File: src/rtl/bin2bcd_seq_if.sv
// Handshake/data bundle between a binary producer and the bin2bcd_seq converter.
interface bin2bcd_seq_if #(
    parameter int N_BIN = 16,
    parameter int N_DIG = 5
);
    logic                 init;
    logic [N_BIN-1:0]     bin_in;
    logic [4*N_DIG-1:0]   bcd_out;
    logic                 busy;
    logic                 done;

    modport master (output init, bin_in, input bcd_out, busy, done);
    modport slave  (input init, bin_in, output bcd_out, busy, done);
endinterface

File: src/rtl/bin2bcd_seq.sv
// Sequential double-dabble binary-to-BCD converter: one input bit per ADD3+SHIFT pair,
// result latched on completion and done held for DONE_HOLD cycles.
module bin2bcd_seq #(
    parameter int N_BIN     = 16,
    parameter int N_DIG     = 5,
    parameter int DONE_HOLD = 50
) (
    input  logic          clk,
    input  logic          rst,
    bin2bcd_seq_if.slave  bus
);
    localparam int BCD_W   = 4 * N_DIG;
    localparam int CNT_MAX = (N_BIN > DONE_HOLD) ? N_BIN : DONE_HOLD;
    localparam int CNT_W   = $clog2(CNT_MAX + 1);

    typedef enum logic [2:0] {
        IDLE  = 3'd0,
        LOAD  = 3'd1,
        ADD3  = 3'd2,
        SHIFT = 3'd3,
        DONE  = 3'd4
    } state_e;

    state_e             state_q, state_d;
    logic [N_BIN-1:0]   bin_sr_q, bin_sr_d;
    logic [BCD_W-1:0]   bcd_sr_q, bcd_sr_d;
    logic [BCD_W-1:0]   bcd_out_q, bcd_out_d;
    logic [CNT_W-1:0]   cnt_q, cnt_d, cnt_inc;
    logic               busy, done;

    assign cnt_inc     = cnt_q + CNT_W'(1);
    assign bus.bcd_out = bcd_out_q;
    assign bus.busy    = busy;
    assign bus.done    = done;

    always_comb begin
        state_d   = state_q;
        bin_sr_d  = bin_sr_q;
        bcd_sr_d  = bcd_sr_q;
        bcd_out_d = bcd_out_q;
        cnt_d     = cnt_q;
        busy      = 1'b0;
        done      = 1'b0;
        case (state_q)
            IDLE: begin
                if (bus.init) state_d = LOAD;
            end
            LOAD: begin
                busy     = 1'b1;
                bin_sr_d = bus.bin_in;
                bcd_sr_d = '0;
                cnt_d    = '0;
                state_d  = ADD3;
            end
            ADD3: begin
                busy = 1'b1;
                // Digits never exceed 9 here, so +3 stays within the nibble.
                for (int i = 0; i < N_DIG; i++) begin
                    if (bcd_sr_q[4*i +: 4] >= 4'd5)
                        bcd_sr_d[4*i +: 4] = bcd_sr_q[4*i +: 4] + 4'd3;
                end
                state_d = SHIFT;
            end
            SHIFT: begin
                busy = 1'b1;
                {bcd_sr_d, bin_sr_d} = {bcd_sr_q[BCD_W-2:0], bin_sr_q, 1'b0};
                cnt_d = cnt_inc;
                if (cnt_inc == CNT_W'(N_BIN)) begin
                    bcd_out_d = {bcd_sr_q[BCD_W-2:0], bin_sr_q[N_BIN-1]};
                    cnt_d     = '0;
                    state_d   = DONE;
                end else begin
                    state_d = ADD3;
                end
            end
            DONE: begin
                done  = 1'b1;
                cnt_d = cnt_inc;
                if (cnt_inc == CNT_W'(DONE_HOLD)) state_d = IDLE;
            end
            default: state_d = IDLE;
        endcase
    end

    always_ff @(posedge clk) begin
        if (rst) begin
            state_q   <= IDLE;
            bin_sr_q  <= '0;
            bcd_sr_q  <= '0;
            bcd_out_q <= '0;
            cnt_q     <= '0;
        end else begin
            state_q   <= state_d;
            bin_sr_q  <= bin_sr_d;
            bcd_sr_q  <= bcd_sr_d;
            bcd_out_q <= bcd_out_d;
            cnt_q     <= cnt_d;
        end
    end
endmodule
File: src/flat_wrapper.sv
// flat-port wrapper written by rule: the top's interface ports become plain ports
module bin2bcd_seq_flat 
#(
    parameter int N_BIN     = 16,
    parameter int N_DIG     = 5,
    parameter int DONE_HOLD = 50
)
  (clk, rst, bus_init, bus_bin_in, bus_bcd_out, bus_busy, bus_done);
  bin2bcd_seq_if #(.N_BIN(N_BIN), .N_DIG(N_DIG)) bus_i ();
  input  logic clk;
  input  logic rst;
  input wire logic [$bits(bus_i.init)-1:0] bus_init;
  input wire logic [$bits(bus_i.bin_in)-1:0] bus_bin_in;
  output wire logic [$bits(bus_i.bcd_out)-1:0] bus_bcd_out;
  output wire logic [$bits(bus_i.busy)-1:0] bus_busy;
  output wire logic [$bits(bus_i.done)-1:0] bus_done;
  assign bus_i.init = bus_init;
  assign bus_i.bin_in = bus_bin_in;
  assign bus_bcd_out = bus_i.bcd_out;
  assign bus_busy = bus_i.busy;
  assign bus_done = bus_i.done;
  bin2bcd_seq #(.N_BIN(N_BIN), .N_DIG(N_DIG), .DONE_HOLD(DONE_HOLD)) u_core (.clk(clk), .rst(rst), .bus(bus_i));
endmodule
File: config.mk
export PLATFORM = sky130hd
export DESIGN_NAME = bin2bcd_seq_flat
export DESIGN_NICKNAME = d
export VERILOG_FILES = /design/src/rtl/bin2bcd_seq_if.sv /design/src/rtl/bin2bcd_seq.sv /design/src/flat_wrapper.sv
export SDC_FILE = /design/constraint.sdc
export NUM_CORES = 1
export LEC_CHECK = 0
export CORE_MARGIN = 2
export CORE_UTILIZATION = 49
export CTS_CLUSTER_DIAMETER = 120
export DETAILED_ROUTE_END_ITERATION = 6
export HOLD_SLACK_MARGIN = 0.12
export PLACE_DENSITY = 0.71
export SYNTH_ARGS = -nofsm -noshare
export SYNTH_HDL_FRONTEND = slang
export SYNTH_SLANG_ARGS = --single-unit
export TNS_END_PERCENT = 20
File: constraint.sdc
create_clock -name clk -period 1.8 [get_ports clk]
set_input_delay 0.36 -clock clk [delete_from_list [all_inputs] [get_ports clk]]
set_output_delay 0.36 -clock clk [all_outputs]
set_load 0.05 [all_outputs]
[Word-level counts from Yosys, hierarchy flattened]
Index checks and enable logic that the tools add are counted.
Operators by class
  add/sub/neg operators: 6
  multipliers: 0
  divide/modulo/power cells: 0
  magnitude comparators: 5
  eq/ne operators: 13
  shift-type cells: 0
  muxes and demuxes: 15
  bitwise gates (word level): 0
  reductions and logical operators: 12
Operator list (number)
  $pmux 20 s3: 1
  $pmux 16 s2: 1
  $add 4x2->4 const B: 5
  $ge 4x3->1 const B: 5
  $mux 4: 5
  $pmux 6 s3: 1
  $pmux 3 s5: 1
  $reduce_and 2->1: 7
  $ne 2x1->1 const B: 6
  $mux 3: 3
  $add 6x1->6 const B: 1
  $eq 3x2->1 const B: 2
  $eq 6x5->1 const B: 1
  $eq 6x6->1 const B: 1
  $mux 6: 1
  $reduce_bool 3->1: 2
  $eq 3x1->1 const B: 1
  $eq 3x3->1 const B: 1
  $logic_not 3->1: 1
  $reduce_or 3->1: 1
  $mux 1: 2
  $ne 2x2->1 const B: 1
  $reduce_bool 2->1: 1
Storage, ports and cells
  register bits: 65
  latch bits: 0
  RAM bits: 0
  memory bits (read-only): 0
  bits of input ports: 19
  output and inout port bits: 22
  word-level logic and storage cells: 60
  memories kept: 0

[Depth between registers and ports, before layout]
Gate-level depths: netlist of the first run.
  word-level depth: 4
  gate-level depth with buffers: 7
  gate-level depth less buffers: 6

[Worst setup path after synthesis of the first run]
OpenSTA, ideal clock, no wires.
  path type: reg-to-reg
  start: register u_core.state_q[1]
  end: register u_core.bcd_sr_q[0]
  setup time: 134 ps
  arrival time: 1660 ps
  required time: 1666 ps
  path slack: 6 ps
  stages on the path, launching flop included: 6
  path buffers: 1
  clock period less this slack: 1794 ps
  cells stage by stage: dfxtp_1 buf_4 o21bai_2 clkinv_1 a41oi_1 o221ai_1
On the way
  cells in the longest elaborated chain, start to end: 3
  elaborated cells between the ends (all ways): 7
  those cells by class: eq/ne: 4; mux: 1; reduce/logical: 2
RTL lines
  start: declaration: line bin2bcd_seq.sv:24  | state_e state_q, state_d;
  start signal: assignment: line bin2bcd_seq.sv:93  | state_q <= state_d;
  $eq 3x2->1 / $eq 3x1->1 (equally long branches): line bin2bcd_seq.sv:44  | case (state_q)
  $ne 2x1->1 (no source line) / $reduce_bool 3->1 (equally long branches)
  $reduce_and 2->1 (no source line)
  end signal: assignment: line bin2bcd_seq.sv:95  | bcd_sr_q <= bcd_sr_d;
  end: declaration: line bin2bcd_seq.sv:26  | logic [BCD_W-1:0] bcd_sr_q, bcd_sr_d;
Parallel ways exist; a longest one is shown, timed or not.
A chain may end at the register's enable or synchronous reset.

[Final worst setup path of the first run]
  start: register u_core.state_q[2]
  end: output bus_done
On the way
  cells in the longest elaborated chain, start to end: 2
RTL lines
  $eq 3x3->1: line bin2bcd_seq.sv:44
  $mux 1: line bin2bcd_seq.sv:44
  end: declaration: line flat_wrapper.sv:16  | output wire logic [$bits(bus_i.done)-1:0] bus_done;
No other way between the ends.

==> flow_metrics.env, run 1 <==
export IMPL_run_status="finished, violations left"
export IMPL_failed_checks="negative setup slack"
export IMPL_setup_viol=1
export IMPL_holdBufCountCts=0
export IMPL_power_density_cell_area_nw_per_um2=763
export IMPL_static_leakage_power_nw=1.58
export IMPL_tritoncts_num_buffers=9
export IMPL_category_of_the_critical_setup_timing_path="reg -> out"
export IMPL_ant_nets=0
export IMPL_reg2reg_slack_ns=0.13
export IMPL_max_cap_violations=0
export IMPL_synth_edf_count=0
export IMPL_clock_sinks=65
export IMPL_fp_dieArea_um2=7890
export IMPL_avgViaCountPerCell=5.93
export IMPL_synth_nets=460
export IMPL_final_period_utilization=1.02
export IMPL_post_synth_cell_area_avg_um2=8.22
export IMPL_timing_slew_headroom=0.674
export IMPL_synth_top_cell_area_share=0.369
export IMPL_synthesis_instances=429
export IMPL_design_final_nets=512
export IMPL_finalSetupTns_ns=-0.0273
export IMPL_time_the_final_worst_path_needs_with_i_o_delays_and_setup_ns=1.83
export IMPL_hold_depth=3
export IMPL_timing_critical_path_slowest_stage_cell="sky130_fd_sc_hd__or3b_4"
export IMPL_grt_antenna_before_repair=0
export IMPL_placement_cell_area_um2=4090
export IMPL_category_of_the_worst_setup_path_launch_point="flop"
export IMPL_vdd_ir_drop_max_mv=0.387
export IMPL_layout_commonest_cell="sky130_fd_sc_hd__dfxtp_1"
export IMPL_antenna_cells=0
export IMPL_placementRows=30
export IMPL_initial_utilization=0.513
export IMPL_achievable_frequency_mhz=547
export IMPL_vias=3451
export IMPL_drv_slew=0
export IMPL_report_final_hold_viol_count=0
export IMPL_cp_num_cells=4
export IMPL_worst_endpoint_arrival_ns=1.47
export IMPL_io_pin_count=41
export IMPL_dominantRegCellSynth="sky130_fd_sc_hd__dfxtp_1"
export IMPL_yosys_area_top_type="sky130_fd_sc_hd__dfxtp_1"
export IMPL_ys_ff_latch=65
export IMPL_worst_r2r_startpoint="u_core.bcd_sr_q[16]$_SDFFE_PP0P_"
export IMPL_floorplan_die_width_um=88.8
export IMPL_crit_buf_inv=3
export IMPL_final_cell_area_um2=4360
export IMPL_power_combinational_fraction=0.140
export IMPL_grt_pass1_wl_um=15300
export IMPL_layoutNonFillerInstCount=582
export IMPL_timing_critical_path_fanout_max=10
export IMPL_layout_area_overhead_vs_synth_pct=23.7
export IMPL_place_congestion=0.913
export IMPL_timing_hold_worst_start="rst"
export IMPL_detailedPlace_worstSlack_ns=0.0665
export IMPL_dp_final_hpwl_um=6090
export IMPL_first_global_vias=3212
export IMPL_peak_per_stage_delay_on_the_critical_path_ns=0.41
export IMPL_iteration_0_drc_count_of_the_detailed_router=252
export IMPL_syn_area_um2=3520
export IMPL_critical_path_cell_chain="buf_6 > or3b_4 > inv_4 > buf_12"
export IMPL_r2r_cells=6
export IMPL_clk_latency_ns=0.35
export IMPL_first_pass_iters=5
export IMPL_number_of_warnings_issued_by_yosys=0
export IMPL_placed_cells=562
export IMPL_synth_seq_area_share=0.369
export IMPL_yosys_cell_types_count=55
export IMPL_wire_per_inst_um=15.5
export IMPL_switching_share=0.260
export IMPL_routed_wl_um=9030
export IMPL_gr_usage_all_layers=0.248
export IMPL_timing_clock_skew_ns=0.00683
export IMPL_rsz0062_at_grt="true"
export IMPL_most_common_layout_cells="sky130_fd_sc_hd__dfxtp_1 (61), sky130_fd_sc_hd__buf_4 (55), sky130_fd_sc_hd__a21oi_1 (41)"
export IMPL_timing_rr_end="u_core.bcd_sr_q[17]$_SDFFE_PP0P_"
export IMPL_die_height_um=88.8
export IMPL_critPathRequiredTime_ns=1.44
export IMPL_cts_root_buf="sky130_fd_sc_hd__clkbuf_8"
export IMPL_synth_async_reset_ratio=0
export IMPL_drc=0
export IMPL_internal_power_mw=2.46
export IMPL_combined_area_of_the_multi_input_logic_cells_um2=1990
export IMPL_finalWorstSetupSlack_ns=-0.0273
export IMPL_cp_end_kind="primary output"
export IMPL_io_buffer_count=40
export IMPL_synth_top_cells_by_area="sky130_fd_sc_hd__dfxtp_1 (37%), sky130_fd_sc_hd__a21oi_1 (5.8%), sky130_fd_sc_hd__o21ai_0 (5.3%), sky130_fd_sc_hd__a211oi_1 (5.1%), sky130_fd_sc_hd__mux2i_1 (4.8%)"
export IMPL_n_fill_cell=592
export IMPL_power_frac_clock=0.406
export IMPL_hold_path_end="u_core.bcd_sr_q[0]$_SDFFE_PP0P_"
export IMPL_grt_max_degree=32
export IMPL_tightestPinTransition_ns=0.486
export IMPL_cts_root_to_sink_buffers=2
export IMPL_worst_setup_hold_path_clk_slew_ns=0.07
export IMPL_post_route_cells_drive_above_1_share=0.185
export IMPL_min_path_type="in -> reg"
export IMPL_seqCellArea_um2=1310
export IMPL_tritoncts_clock_tree="done"
export IMPL_power_sequential_fraction=0.454
export IMPL_aggregate_global_routing_overflow=0
export IMPL_design_core_area_um2=6870
export IMPL_cts_htree_levels=3
export IMPL_path_delay_family="simple AND/OR/NAND/NOR gates"
export IMPL_switching_power_uw=863
==> timing repair <==
action                                  4_1_cts  5_1_grt
pin swaps                                     1        0
resized for setup                             9        6
endpoints found under the setup margin        2        6
buffers inserted                              3        0
cloned                                        1        0
==> state kept, by name (all words and copies together), names as in the netlist <==
signal,count
u_core.bcd_sr_q,20
u_core.bin_sr_q,16
u_core.bus.bcd_out,20
u_core.cnt_q,6
u_core.state_q,3
==> cell usage after synthesis, drive strengths merged (2+ instances only) <==
cell	n
a2111oi	2
a211o	2
a211oi	27
a21oi	41
a311oi	2
a31oi	4
a32oi	4
a41oi	3
and3b	3
buf	16
clkbuf	22
dfxtp	65
ha	12
inv	17
mux2i	17
nand2	22
nand2b	13
nand3	32
nor2	32
nor2b	2
nor3	6
nor3b	2
nor4	5
o2111ai	2
o21ai	37
o221a	3
o221ai	2
o31ai	5
o32ai	5
or4	7
==> metrics by stage <==
step,util,power (mW),hold slack [ns]
detailed placement,0.595,1.99,0.449
CTS,0.633,3.33,0.453
global placement,0.595,1.98,0.443
floorplan,-,1.84,0.432
finish,0.635,3.33,0.447
global route,0.635,3.46,0.483
==> worst register-to-register path, delay by kind of cell (launching register included) <==
kind	cells	cell delay, ns
and+or+nand+nor	2	0.63
adders and majority gates	1	0.24
buffers and inverters	1	0.10
AOI/OAI and AO/OA	2	0.24
DFF	1	0.40
==> kinds of logic after synthesis <==
family,Yosys count,synth area share
adder cells (fa/ha/maj),12,0.0426
AND/OR/NAND/NOR,131,0.191
flip-flops,65,0.369
multiplexers,17,0.0483
buffers and inverters,56,0.0717
AO/OA/AOI/OAI,147,0.274
XOR/XNOR,1,0.00249
==> power groups by stage <==
stage	clock [mW]	combinational, mW	sequential [mW]
after floorplan	0	0.301	1.54
after global placement	0	0.442	1.54
after detailed placement	0	0.451	1.54
after CTS	1.36	0.460	1.51
after global routing	1.43	0.515	1.51
final	1.35	0.466	1.51
==> area by class of cell <==
class / count / area share
sequential: 65 / 0.300
multi-input combinational: 308 / 0.456
timing repair buffer: 79 / 0.153
tap: 96 / 0.0275
clock buffer: 13 / 0.0319
inverter: 18 / 0.0164
clock inverter: 3 / 0.0149
==> layer usage <==
| metal | GRT usage | up-vias | routed length (um) |
|---|---|---|---|
| li1 | - | 1697 | - |
| met1 | 0.330 | 1625 | 4230 |
| met4 | 0.113 | 0 | 142 |
| met2 | 0.383 | 112 | 4200 |
| met5 | 0 | - | 0 |
| met3 | 0.0550 | 17 | 464 |
==> worst max path at each step <==
stage | endpoint | slack, ns | startpoint
global placement | u_core.bcd_sr_q[17]$_SDFFE_PP0P_ | 0.16 | u_core.bcd_sr_q[16]$_SDFFE_PP0P_
floorplan | u_core.bcd_sr_q[0]$_SDFFE_PP0P_ | 0.006 | u_core.state_q[1]$_SDFFE_PP0P_
global route | bus_done | -0.06 | u_core.state_q[2]$_SDFFE_PP0P_
detailed placement | u_core.bcd_sr_q[17]$_SDFFE_PP0P_ | 0.07 | u_core.bcd_sr_q[16]$_SDFFE_PP0P_
finish | bus_done | -0.03 | u_core.state_q[2]$_SDFFE_PP0P_
CTS | bus_done | -0.01 | u_core.state_q[2]$_SDFFE_PP0P_
No activity file was read; power rests on OpenSTA's default activity.
==> run 2, diff against run 1 <==
--- a/config.mk
+++ b/config.mk
@@ -7,7 +7,7 @@
 export LEC_CHECK = 0
 export CORE_MARGIN = 2
 export CORE_UTILIZATION = 49
-export CTS_CLUSTER_DIAMETER = 120
+export CTS_CLUSTER_DIAMETER = 40
 export DETAILED_ROUTE_END_ITERATION = 6
 export HOLD_SLACK_MARGIN = 0.12
 export PLACE_DENSITY = 0.71
==> results of run 2 <==
Final layout, timing and power as in run 1 (identical DEF).
